--- config.mk ---
export PLATFORM = sky130hd
export DESIGN_NAME = dino_score_bcd
export DESIGN_NICKNAME = d
export VERILOG_FILES = /design/src/rtl/dino_score_bcd.sv
export SDC_FILE = /design/constraint.sdc
export NUM_CORES = 1
export LEC_CHECK = 0
export ABC_AREA = 1
export BUFFER_PORTS_ARGS = -buffer_cell sky130_fd_sc_hd__buf_2
export CAP_MARGIN = 0
export CORE_UTILIZATION = 25
export DETAILED_ROUTE_END_ITERATION = 12
export PLACE_DENSITY_LB_ADDON = 0.12
export SLEW_MARGIN = 20
export SYNTH_ARGS = -nofsm -noshare
export SYNTH_HDL_FRONTEND = slang
export SYNTH_SLANG_ARGS = --single-unit
--- constraint.sdc ---
create_clock -name clk -period 1.8 [get_ports clk]
set_input_delay 0.18 -clock clk [delete_from_list [all_inputs] [get_ports clk]]
set_output_delay 0.18 -clock clk [all_outputs]
set_load 0.005 [all_outputs]
--- src/rtl/dino_score_bcd.sv ---
// Dino game score counter: packed-BCD score driven by a frame-tick divider,
// high-score register, new-high flag and 100-point milestone pulse.

module dino_bcd_digit (
  input  logic [3:0] d,
  input  logic       cin,
  output logic [3:0] q
);
  always_comb begin
    q = d;
    if (cin) q = (d == 4'd9) ? 4'd0 : d + 4'd1;
  end
endmodule

module dino_score_bcd #(
  parameter int DIGITS          = 4,
  parameter int TICKS_PER_POINT = 6,
  parameter int SATURATE        = 1
) (
  input  logic                  clk,
  input  logic                  rst,
  input  logic                  game_start,
  input  logic                  game_over,
  input  logic                  game_tick,
  output logic [4*DIGITS-1:0]   score,
  output logic [4*DIGITS-1:0]   hiscore,
  output logic                  running,
  output logic                  new_hi,
  output logic                  milestone
);
  localparam int DIV_W = (TICKS_PER_POINT > 1) ? $clog2(TICKS_PER_POINT) : 1;
  localparam logic [DIV_W-1:0] DIV_MAX = DIV_W'(TICKS_PER_POINT - 1);

  typedef enum logic [1:0] {S_IDLE, S_RUN, S_OVER} state_t;

  state_t               state_q, state_d;
  logic [DIV_W-1:0]     div_q, div_d;
  logic [4*DIGITS-1:0]  score_d, hiscore_d, score_inc;
  logic                 new_hi_d, milestone_d;
  logic                 start_q, over_q, tick_q;
  logic                 start_ev, over_ev, tick_ev;
  logic [DIGITS-1:0]    nine;
  logic [DIGITS:0]      carry;

  // Edge registers come out of reset high so a level held through reset is not an event.
  always_ff @(posedge clk) begin
    if (rst) begin
      start_q <= 1'b1;
      over_q  <= 1'b1;
      tick_q  <= 1'b1;
    end else begin
      start_q <= game_start;
      over_q  <= game_over;
      tick_q  <= game_tick;
    end
  end

  assign start_ev = game_start & ~start_q;
  assign over_ev  = game_over  & ~over_q;
  assign tick_ev  = game_tick  & ~tick_q;

  // Carry into digit g is "every lower digit is 9"; built from score alone to keep it loop-free.
  assign carry[0] = 1'b1;
  for (genvar g = 0; g < DIGITS; g++) begin : g_dig
    assign nine[g]      = (score[4*g +: 4] == 4'd9);
    assign carry[g+1]   = &nine[g:0];
    dino_bcd_digit u_dig (
      .d   (score[4*g +: 4]),
      .cin (carry[g]),
      .q   (score_inc[4*g +: 4])
    );
  end

  always_comb begin
    state_d     = state_q;
    score_d     = score;
    hiscore_d   = hiscore;
    div_d       = div_q;
    new_hi_d    = new_hi;
    milestone_d = 1'b0;
    case (state_q)
      S_IDLE, S_OVER: begin
        if (start_ev) begin
          state_d  = S_RUN;
          score_d  = '0;
          div_d    = '0;
          new_hi_d = 1'b0;
        end
      end
      S_RUN: begin
        if (over_ev) begin
          state_d = S_OVER;
          // Packed BCD orders the same as unsigned binary.
          if (score > hiscore) begin
            hiscore_d = score;
            new_hi_d  = 1'b1;
          end
        end else if (tick_ev) begin
          if (div_q == DIV_MAX) begin
            div_d = '0;
            if (!((SATURATE != 0) && carry[DIGITS])) begin
              score_d     = score_inc;
              milestone_d = carry[2];
            end
          end else begin
            div_d = div_q + 1'b1;
          end
        end
      end
      default: state_d = S_IDLE;
    endcase
  end

  always_ff @(posedge clk) begin
    if (rst) begin
      state_q   <= S_IDLE;
      score     <= '0;
      hiscore   <= '0;
      div_q     <= '0;
      new_hi    <= 1'b0;
      milestone <= 1'b0;
      running   <= 1'b0;
    end else begin
      state_q   <= state_d;
      score     <= score_d;
      hiscore   <= hiscore_d;
      div_q     <= div_d;
      new_hi    <= new_hi_d;
      milestone <= milestone_d;
      running   <= (state_d == S_RUN);
    end
  end
endmodule

# Yosys cells after proc, flatten, opt, wreduce, memory -nomap -nowiden
# Cells that the tools add are included.
# Widths: inputs -> output; s select.
# word_totals
regBits	43
inputBits	5
output_inout_bits	35
wordCells	85
# classes
n_addsub	5
magnitude_cmp	1
eq_ne	18
muxes	25
bitwise	9
reduce_logical	14
# ops
cell	count
$mux 16	5
$pmux 16 s2	1
$mux 4	7
$reduce_and 7->1	3
$add 4x1->4 const B	4
$eq 4x4->1 const B	4
$gt 16x16->1	1
$ne 2x2->1 const B	7
$mux 3	4
$reduce_and 4->1	3
$ne 2x1->1 const B	3
$not 1->1	6
$pmux 3 s2	1
$reduce_and 3->1	2
$reduce_and 6->1	1
$reduce_or 6->1	1
$eq 2x1->1 const B	2
$mux 2	2
$pmux 2 s2	1
$add 3x1->3 const B	1
$and 1x1->1	3
$eq 3x3->1 const B	1
$mux 1	3
$eq 2x2->1 const B	1
other kinds (5)	5

# Depth between registers and ports, before layout
# Gate-level depths: netlist of the first run.
# logic_depth
depth_word	8
ltp_mapped	15
depth_no_buf	14

# Hierarchy
# A second synthesis of the first run with hierarchy kept.
# unflattened
cells_unflattened	413
hier_area_um2	2700.1
# by_module_without_submodules
mod	n_inst	cells_each	area_each_um2
dino_score_bcd	1	345	2344.7
dino_bcd_digit	4	17	88.8

# Worst setup path before layout of the first run
# OpenSTA, ideal clock, no wires.
# synth_timing
path_type	reg2reg
startpoint	reg hiscore[7]
endpoint	reg hiscore[0]
setup_time_ps	115
arrival_ps	1496
t_required_ps	1685
path_slack_ps	189
path_stages_with_launch	11
period_less_slack_ps	1611
path_cell_list	dfxtp_1 inv_1 ha_1 nand2_1 nor2_1 nand4_1 nor2_1 nor2_4 buf_4 a21oi_1 nor2_1
# synth_between
elab_chain_cells	2
# synth_lines
element	line_no	source
start: declaration	26	output logic [4*DIGITS-1:0] hiscore,
start signal: assignment	126	hiscore <= hiscore_d;
$gt 16x16->1	94	if (score > hiscore) begin
$reduce_and 3->1 (no line)	-	
# No other way between the ends.
# A chain may end at the register's enable or synchronous reset.

# Worst setup path after layout of the first run
# layout_timing
startpoint	reg hiscore[3]
endpoint	reg hiscore[6]
# Same word-level chain as after synthesis.

==> reports/results.txt, run 1 <==
GP Congestion: 0.789
Routed WL: 7.78 mm
# setup viols final: 0
Adder-Cell Fraction of Synth Area: 11.7%
Finished Layout Cells: 591
Overall Power: 2.26 mW
Area Growth Syn to Fin: 45.9%
Maximum clock insertion buffer count: 2
Worst-Skew Late Latency: 0.30 ns
Syn Inst Count: 364
DRC: 0
Slowest stage cell, crit path: dfxtp_2
Hold Slack: 0.0670 ns
Pwr dens: 607 nW/um^2
Nets@finish: 486
Xor/xnor share of the synthesized area: 0.343%
First DRT Iteration DRCs: 72
Leakage power: 1.70 nW
Grt ovf: 0
Crit. End Element: register
Initial antenna violation count: 0
Diode count: 0
WL per Instance: 13.2 um
Placed cell count: 569
CP most frequent cell: nor2_4
Starting density of the core: 26.0%
Sequential fraction of the synthesis area: 33.7%
Pre-antenna DRT Iters: 4
Total I/O pin count: 40
Unrepaired setup endpoints after global routing: true
Distinct cells, synth: 32
Die width: 103 um
Min Tclk post-route: 1.77 ns
Max Cap Viol: 0
Final worst slack: 0.0301 ns
Hold-fix buffers, CTS: 0
Setup CP Type: reg -> reg
Total GRT Usage: 14.3%
Share of cells above drive strength 1: 38.9%
Die height: 103 um
Core ar.: 9820 um^2
Vias: 2592
Post-Syn Area: 2560 um^2
CTS tree: yes
Mux share of post-synthesis cell area: 0%
DR vias/cell: 4.39
Dpl ws: -0.158 ns
Worst-Margin Slew: 0.353 ns
CTS buffer count: 5
Die area: 10600 um^2
Hold WC Path Type: in -> reg
Syn Area/Cell: 7.02 um^2
Row cnt: 36
Clock transition at path regs: 0.09 ns
Vias in the first global route: 2290
Slowest cell delay on critical path: 0.33 ns
Crit start category: register
H-tree depth: 2
Largest net degree at the start of global routing: 26
Number of I/O port buffers: 39
Clock Skew: 0.00584 ns
Worst endpoint required time: 2.00 ns
CP cell instances: inv_1, ha_4, nand2_1, inv_2, nand4_1, nor2_4, buf_6, nor2_4, buf_12, a21oi_2, nor2_1
Outcome: finished clean
Simple-gate share of the synthesized area: 33.2%
Largest family of logic cells by synthesized area: simple AND/OR/NAND/NOR gates
Post-synth net total: 393
VDD IR max: 0.311 mV
First-pass GRT wire length: 11.5 mm
#FFs+latches synth: 43
Max-slew violations: 0
F_max: 565 MHz
Arr. time, crit path: 1.97 ns
Fin crit share: 98.3%
Compound-Gate Fraction of Synth Area: 10.2%
Final hold violations: 0
Max Fanout on Critical Path: 5
Yosys warning count: 0
Detail Route Antenna Nets: 0
Post-DP HPWL: 5.17 mm
Max_slew headroom: 76.5%
CTS Root Cell: clkbuf_8
CTS sink count: 43
[cells by family (layout without fill, tap and decap cells)]
family,after synthesis,count (layout)
simple gates,180,184
buf+inv,66,156
compound gates,50,50
flops,43,43
fa+ha+maj,24,24
xor+xnor,1,1
[per-stage QoR]
step	utilization, %	TNS [ns]	cell area [um^2]
final	38.0	0	3730
after global routing	38.0	-1.17	3730
after CTS	33.6	0	3300
after detailed placement	32.5	-2.45	3190
after global placement	32.5	-2.18	3190
after floorplan	-	0	2560
[cells in the mapped netlist, drive strengths merged]
master | count | area, um^2
o21ai | 8 | 43.8
or2 | 2 | 12.5
clkinv | 1 | 8.76
inv | 56 | 210
ha | 24 | 300
nand2 | 86 | 349
o21a | 1 | 7.51
a21oi | 39 | 195
nand3 | 35 | 215
nor4 | 5 | 31.3
buf | 6 | 45.0
nor2 | 44 | 183
xor2 | 1 | 8.76
nand4 | 3 | 33.8
dfxtp | 43 | 861
nor3 | 5 | 25.0
clkbuf | 3 | 11.3
a21o | 1 | 7.51
o211ai | 1 | 7.51
[state kept, by name, indices dropped and copies added (netlist names)]
| register | flops |
|---|---|
| div_q | 3 |
| hiscore | 16 |
| milestone | 1 |
| new_hi | 1 |
| over_q | 1 |
| running | 1 |
| score | 16 |
| start_q | 1 |
| state_q | 2 |
| tick_q | 1 |
[critical path, delay by kind of cell, from the launching register on]
| kind | cells | cell delay [ns] |
|---|---|---|
| fa+ha+maj | 1 | 0.27 |
| compound gates | 1 | 0.10 |
| flops | 1 | 0.33 |
| buf+inv | 4 | 0.40 |
| simple gates | 5 | 0.54 |
[cell type report]
type                            count  area (um^2)
Timing Repair Buffer               91          664
Fill cell                        1049         6090
Multi-Input combinational cell    259         1700
Sequential cell                    43          876
Clock buffer                        8          100
Tap cell                          133          166
Inverter                           57          219
[power breakdown]
part | switching, mW | leakage [nW] | internal (mW)
Sequential | 0.0118 | 0.354 | 0.969
Clock | 0.370 | 0.0515 | 0.352
Combinational | 0.311 | 1.29 | 0.250
[timing repair]
item	4_1_cts	5_1_grt
gates resized for setup	2	69
cloned	1	6
pin swaps	1	32
buffers inserted	0	7
setup endpoints to repair	17	33
[final timing paths]
| kind | from | endpoint | slack [ns] | cells past startpoint |
|---|---|---|---|---|
| worst max-delay path | hiscore[3]$_SDFFE_PP0P_ | hiscore[6]$_SDFFE_PP0P_ | 0.03 | 11 |
| worst max register to register | hiscore[3]$_SDFFE_PP0P_ | hiscore[6]$_SDFFE_PP0P_ | 0.03 | 11 |
| worst min-delay path | game_tick | tick_q$_SDFF_PP1_ | 0.07 | 3 |
| worst min register to register | state_q[1]$_SDFF_PP0_ | state_q[1]$_SDFF_PP0_ | 0.50 | 2 |
[layer usage]
layer	track usage [%]	wire [um]	vias up
met5	0	0	-
met4	3.90	96	0
met3	2.37	262	6
met2	24.0	3710	35
met1	18.9	3710	1192
li1	-	-	1359
[placed cells by master, fill, tap and decap left out, types with 14 or more instances in the layout]
| master | n |
|---|---|
| nand2_1 | 78 |
| inv_1 | 47 |
| buf_4 | 43 |
| buf_2 | 39 |
| nor2_1 | 34 |
| dfxtp_1 | 31 |
| nand3_1 | 26 |
| a21oi_1 | 24 |
| ha_1 | 16 |
| a21oi_2 | 14 |
Power figures use the tool's default switching activity.
==> run 2: changes to the inputs <==
Settings changed: RECOVER_POWER set to 50.
==> reports/results.txt, run 2 (synthesis results as in run 1) <==
Pre-antenna DRT Iters: 4
CP most frequent cell: nor2_4
GP Congestion: 0.789
Crit. End Element: register
Commonest cells after routing, fill and taps aside: nand2_1 (79), inv_1 (47), buf_4 (42), buf_2 (35), nor2_1 (34)
VDD IR max: 0.308 mV
Grt ovf: 0
Post-DP HPWL: 5.17 mm
CTS buffer count: 5
Hold WC Path Type: in -> reg
Max Fanout on Critical Path: 5
Max_slew headroom: 46.1%
WL per Instance: 13.2 um
CP cell instances: inv_1, ha_4, nand2_1, inv_2, nand4_1, nor2_4, buf_6, nor2_4, buf_12, a21oi_2, nor2_1
Worst-Skew Late Latency: 0.30 ns
Largest net degree at the start of global routing: 26
Clock transition at path regs: 0.09 ns
Worst-Margin Slew: 0.808 ns
Row cnt: 36
Fin crit share: 98.0%
Nets@finish: 486
Register share of total power: 43.3%
Diode count: 0
Worst endpoint required time: 2.00 ns
Leakage power: 1.67 nW
Most common cell after layout, fill and taps aside: nand2_1
Min Tclk post-route: 1.76 ns
First-pass GRT wire length: 11.5 mm
Combinational power share: 24.8%
Number of I/O port buffers: 39
Crit start category: register
First DRT Iteration DRCs: 72
Overall Power: 2.26 mW
Total GRT Usage: 14.3%
Detail Route Antenna Nets: 0
Setup CP Type: reg -> reg
Routed WL: 7.78 mm
Max Cap Viol: 0
Arr. time, crit path: 1.97 ns
CTS Root Cell: clkbuf_8
P_int: 1.57 mW
Outcome: finished clean
Hold-fix buffers, CTS: 0
DR vias/cell: 4.39
Clock Skew: 0.00573 ns
Starting density of the core: 26.0%
Die width: 103 um
Finished Layout Cells: 591
Vias in the first global route: 2290
Die area: 10600 um^2
Switching share of power: 30.6%
Vias: 2595
H-tree depth: 2
Max-slew violations: 0
F_max: 567 MHz
Regs by FF count: hiscore: 16 flops, score: 16 flops, div_q: 3 flops
Net Sw Power: 692 uW
Area Growth Syn to Fin: 45.3%
Slowest cell delay on critical path: 0.33 ns
CTS sink count: 43
Initial antenna violation count: 0
Die height: 103 um
Core ar.: 9820 um^2
Part of the power in the clock network: 31.9%
Placed cell count: 569
# setup viols final: 0
Final hold violations: 0
Final core utilization: 37.8%
Total I/O pin count: 40
Maximum clock insertion buffer count: 2
CTS tree: yes
Share of cells above drive strength 1: 37.6%
Slowest stage cell, crit path: dfxtp_2
Unrepaired setup endpoints after global routing: true
DRC: 0
Pwr dens: 609 nW/um^2
run 2: changes by cell type in the layout (fill, tap and decap cells not counted):
cell / before / now
clkbuf_1: 1 / 6
buf_2: 39 / 35
nand2_1: 78 / 79
buf_4: 43 / 42
nand2_4: 4 / 3
run 2: power by group through the flow:
stage               combinational [mW]  clock (mW)  sequential, mW
floorplan                        0.203           0            1.01
global placement                 0.347           0            1.00
detailed placement               0.349           0            1.00
CTS                              0.357       0.744           0.979
global route                     0.608       0.775           0.982
finish                           0.560       0.722           0.980
run 2: layout make-up:
type / instances / area, um^2
timing repair buffer: 91 / 656
multi-input combinational: 259 / 1700
inverter: 57 / 219
clock buffer: 8 / 100
fill: 1052 / 6110
sequential: 43 / 876
tap: 133 / 166
run 2: worst max-delay path, delay by kind of cell (launching register included):
kind | cells | cell delay [ns]
and+or+nand+nor | 5 | 0.53
buffers and inverters | 4 | 0.40
DFF | 1 | 0.33
adders and majority gates | 1 | 0.27
AOI/OAI and AO/OA | 1 | 0.10
run 2: repair_timing:
action	4_1_cts	5_1_grt
cloned	1	6
endpoints found under the setup margin	17	33
pin swaps	1	32
setup buffers	0	7
resized for setup	2	69
run 2: final timing paths:
| kind | start | endpoint | slack [ns] | cells after the start |
|---|---|---|---|---|
| worst min-delay path | game_tick | tick_q$_SDFF_PP1_ | 0.07 | 3 |
| worst max register to register | hiscore[3]$_SDFFE_PP0P_ | hiscore[6]$_SDFFE_PP0P_ | 0.04 | 11 |
| worst min register to register | state_q[1]$_SDFF_PP0_ | state_q[1]$_SDFF_PP0_ | 0.50 | 2 |
| worst max-delay path | hiscore[3]$_SDFFE_PP0P_ | hiscore[6]$_SDFFE_PP0P_ | 0.04 | 11 |
run 2: stage by stage:
stage | worst slack [ns] | area, um^2 | TNS, ns | hold WS (ns)
global placement | -0.145 | 3190 | -2.18 | 0.371
global route | -0.0960 | 3710 | -1.20 | 0.0911
floorplan | 0.189 | 2560 | 0 | 0.249
CTS | 0.0111 | 3300 | 0 | 0.0682
detailed placement | -0.158 | 3190 | -2.45 | 0.385
finish | 0.0357 | 3710 | 0 | 0.0669
run 2: layer usage:
metal	vias up	wire length (um)	global-route usage, %
met2	34	3710	24.0
met3	6	255	2.37
met4	0	96	3.90
met5	-	0	0
li1	1359	-	-
met1	1196	3720	18.9
==> run 3: changes to the inputs <==
Settings changed: ABC_AREA 1 to unset.
==> reports/results.txt, run 3 <==
Arr. time, crit path: 2.29 ns
Area leader, netlist: dfxtp_1
Max-slew violations: 0
Largest family of logic cells by synthesized area: compound AO/OA/AOI/OAI gates
Grt ovf: 0
Worst-Skew Late Latency: 0.30 ns
Adder-Cell Fraction of Synth Area: 12.9%
CTS tree: yes
Syn Area/Cell: 9.24 um^2
Min Tclk post-route: 2.09 ns
CP bufs+invs: 1
Synth top area share: 37.0%
Maximum clock insertion buffer count: 2
Worst endpoint required time: 2.00 ns
Die width: 98.5 um
Vias in the first global route: 2198
Top post-synthesis cells by area: dfxtp_1 (37%), ha_1 (13%), a22o_1 (5.6%)
Routed WL: 7.11 mm
Nets@finish: 403
VDD IR max: 0.322 mV
Unrepaired setup endpoints after global routing: true
Post-DP HPWL: 5.07 mm
Post-synth net total: 281
Share of cells above drive strength 1: 54.9%
Max Fanout on Critical Path: 8
Xor/xnor share of the synthesized area: 1.88%
Post-synth top cells: dfxtp_1 (43), ha_1 (24), inv_1 (24), a21oi_1 (21), a22o_1 (15)
Max_slew headroom: 75.0%
Slowest cell delay on critical path: 0.36 ns
Most common cell after layout, fill and taps aside: buf_4
Clock transition at path regs: 0.10 ns
Mux share of post-synthesis cell area: 0.860%
DR vias/cell: 4.66
Post-Syn Area: 2330 um^2
Compound-Gate Fraction of Synth Area: 22.0%
Failing checks: setup timing
Leakage power: 1.63 nW
CP cell instances: inv_2, ha_4, nand4_4, nor4_4, a21bo_4, a32o_4, a22o_1
Total GRT Usage: 15.0%
Largest net degree at the start of global routing: 20
Critical path's top delay family: compound AO/OA/AOI/OAI gates
Crit start category: register
Area Growth Syn to Fin: 60.3%
WL per Instance: 14.7 um
Core ar.: 8850 um^2
Primary FF master, synth: dfxtp_1
Syn Inst Count: 252
Number of I/O port buffers: 39
Reg2Reg Setup Slack: -0.29 ns
Sequential fraction of the synthesis area: 37.0%
Yosys warning count: 0
Total I/O pin count: 40
Detail Route Antenna Nets: 0
Simple-gate share of the synthesized area: 19.2%
Initial antenna violation count: 0
Distinct cells, synth: 50
H-tree depth: 2
Starting density of the core: 26.3%
Die height: 98.5 um
Fin crit share: 116%
EDFF count, synth: 0
Diode count: 0
# setup viols final: 30
Final core utilization: 42.2%
Die area: 9700 um^2
Setup CP Type: reg -> reg
Regs by FF count: hiscore: 16 flops, score: 16 flops, div_q: 3 flops
Clock Skew: 0.0113 ns
CTS sink count: 43
Worst-Margin Slew: 0.372 ns
GP Congestion: 0.744
DRC: 0
Pre-antenna DRT Iters: 6
Fill cell count: 903
FFs w/ async S/R, synth: 0%
Pwr dens: 545 nW/um^2
Final worst slack: -0.293 ns
First DRT Iteration DRCs: 62
Commonest cells after routing, fill and taps aside: buf_4 (70), buf_2 (39), dfxtp_1 (25), inv_1 (18), dfxtp_2 (16)
Row cnt: 34
CTS buffer count: 5
Vias: 2253
Hold Slack: 0.0795 ns
Hold WC Path Type: in -> reg
Crit. End Element: register
#FFs+latches synth: 43
Outcome: finished, violations left
F_max: 478 MHz
Final hold violations: 0
Max Cap Viol: 0
First-pass GRT wire length: 11.4 mm
CTS Root Cell: clkbuf_8
Cell with the most instances after synthesis: dfxtp_1
Slowest stage cell, crit path: dfxtp_2
## run 3: cell types whose count changed in the layout (fill, tap and decap cells not counted), moves of 7 or more
cell / before / now
a21oi_1: 24 / 15
nand2_1: 79 / 12
inv_1: 47 / 18
buf_4: 42 / 70
nor2_1: 34 / 7
nand3_1: 26 / 6
a22o_1: 0 / 15
a21oi_2: 14 / 7
## run 3: routing by layer
metal	global-route usage, %	vias up	part of all wire (%)
met1	20.9	1040	51
met5	0	-	0
met3	2.48	6	2.9
met4	3.67	0	1.4
li1	-	1171	-
met2	24.2	36	45
## run 3: final timing paths
path,start,end,depth (start not counted)
setup / recovery,hiscore[14]$_SDFFE_PP0P_,hiscore[15]$_SDFFE_PP0P_,7
hold / removal,game_over,over_q$_SDFF_PP1_,2
setup reg to reg,hiscore[14]$_SDFFE_PP0P_,hiscore[15]$_SDFFE_PP0P_,7
hold reg to reg,new_hi$_SDFFE_PP0P_,new_hi$_SDFFE_PP0P_,1
## run 3: logic make-up (layout without fill, tap and decap cells)
logic type      Yosys count  in the layout
mux                       2              2
buf+inv                  31            153
flops                    43             43
fa+ha+maj                24             24
compound gates           70             71
xor+xnor                  5              5
simple gates             77             77
## run 3: area by class of cell
cell class	count	area, um^2	area share (%)
Sequential cell	43	888	23.8
Inverter	24	95.1	2.55
Timing Repair Buffer	121	865	23.2
Tap cell	108	135	3.62
Clock buffer	5	68.8	1.84
Clock inverter	3	26.3	0.704
Multi-Input combinational cell	179	1650	44.3
## run 3: timing repair
item	4_1_cts	5_1_grt
resized for setup	56	28
hold buffers	0	0
buffers inserted	10	7
cloned	1	0
pin swaps	26	19
setup endpoints to repair	33	34
## run 3: where the power goes
part,switching [mW],internal (mW),total [mW],leakage (nW)
combinational,0.192,0.182,0.373,1.22
sequential,0.0134,0.966,0.979,0.357
clock,0.394,0.287,0.681,0.0491
total,0.599,1.43,2.03,1.63
## run 3: stage by stage
stage / instances / setup TNS [ns] / setup WS (ns) / power [mW] / instance area (um^2)
floorplan: 252 / -3.17 / -0.248 / 1.15 / 2340
global placement: 459 / -7.64 / -0.355 / 1.27 / 3140
detailed placement: 459 / -8.14 / -0.386 / 1.27 / 3140
CTS: 476 / -5.30 / -0.299 / 2.04 / 3560
global route: 483 / -8.38 / -0.391 / 2.14 / 3730
finish: 483 / -5.45 / -0.293 / 2.03 / 3730
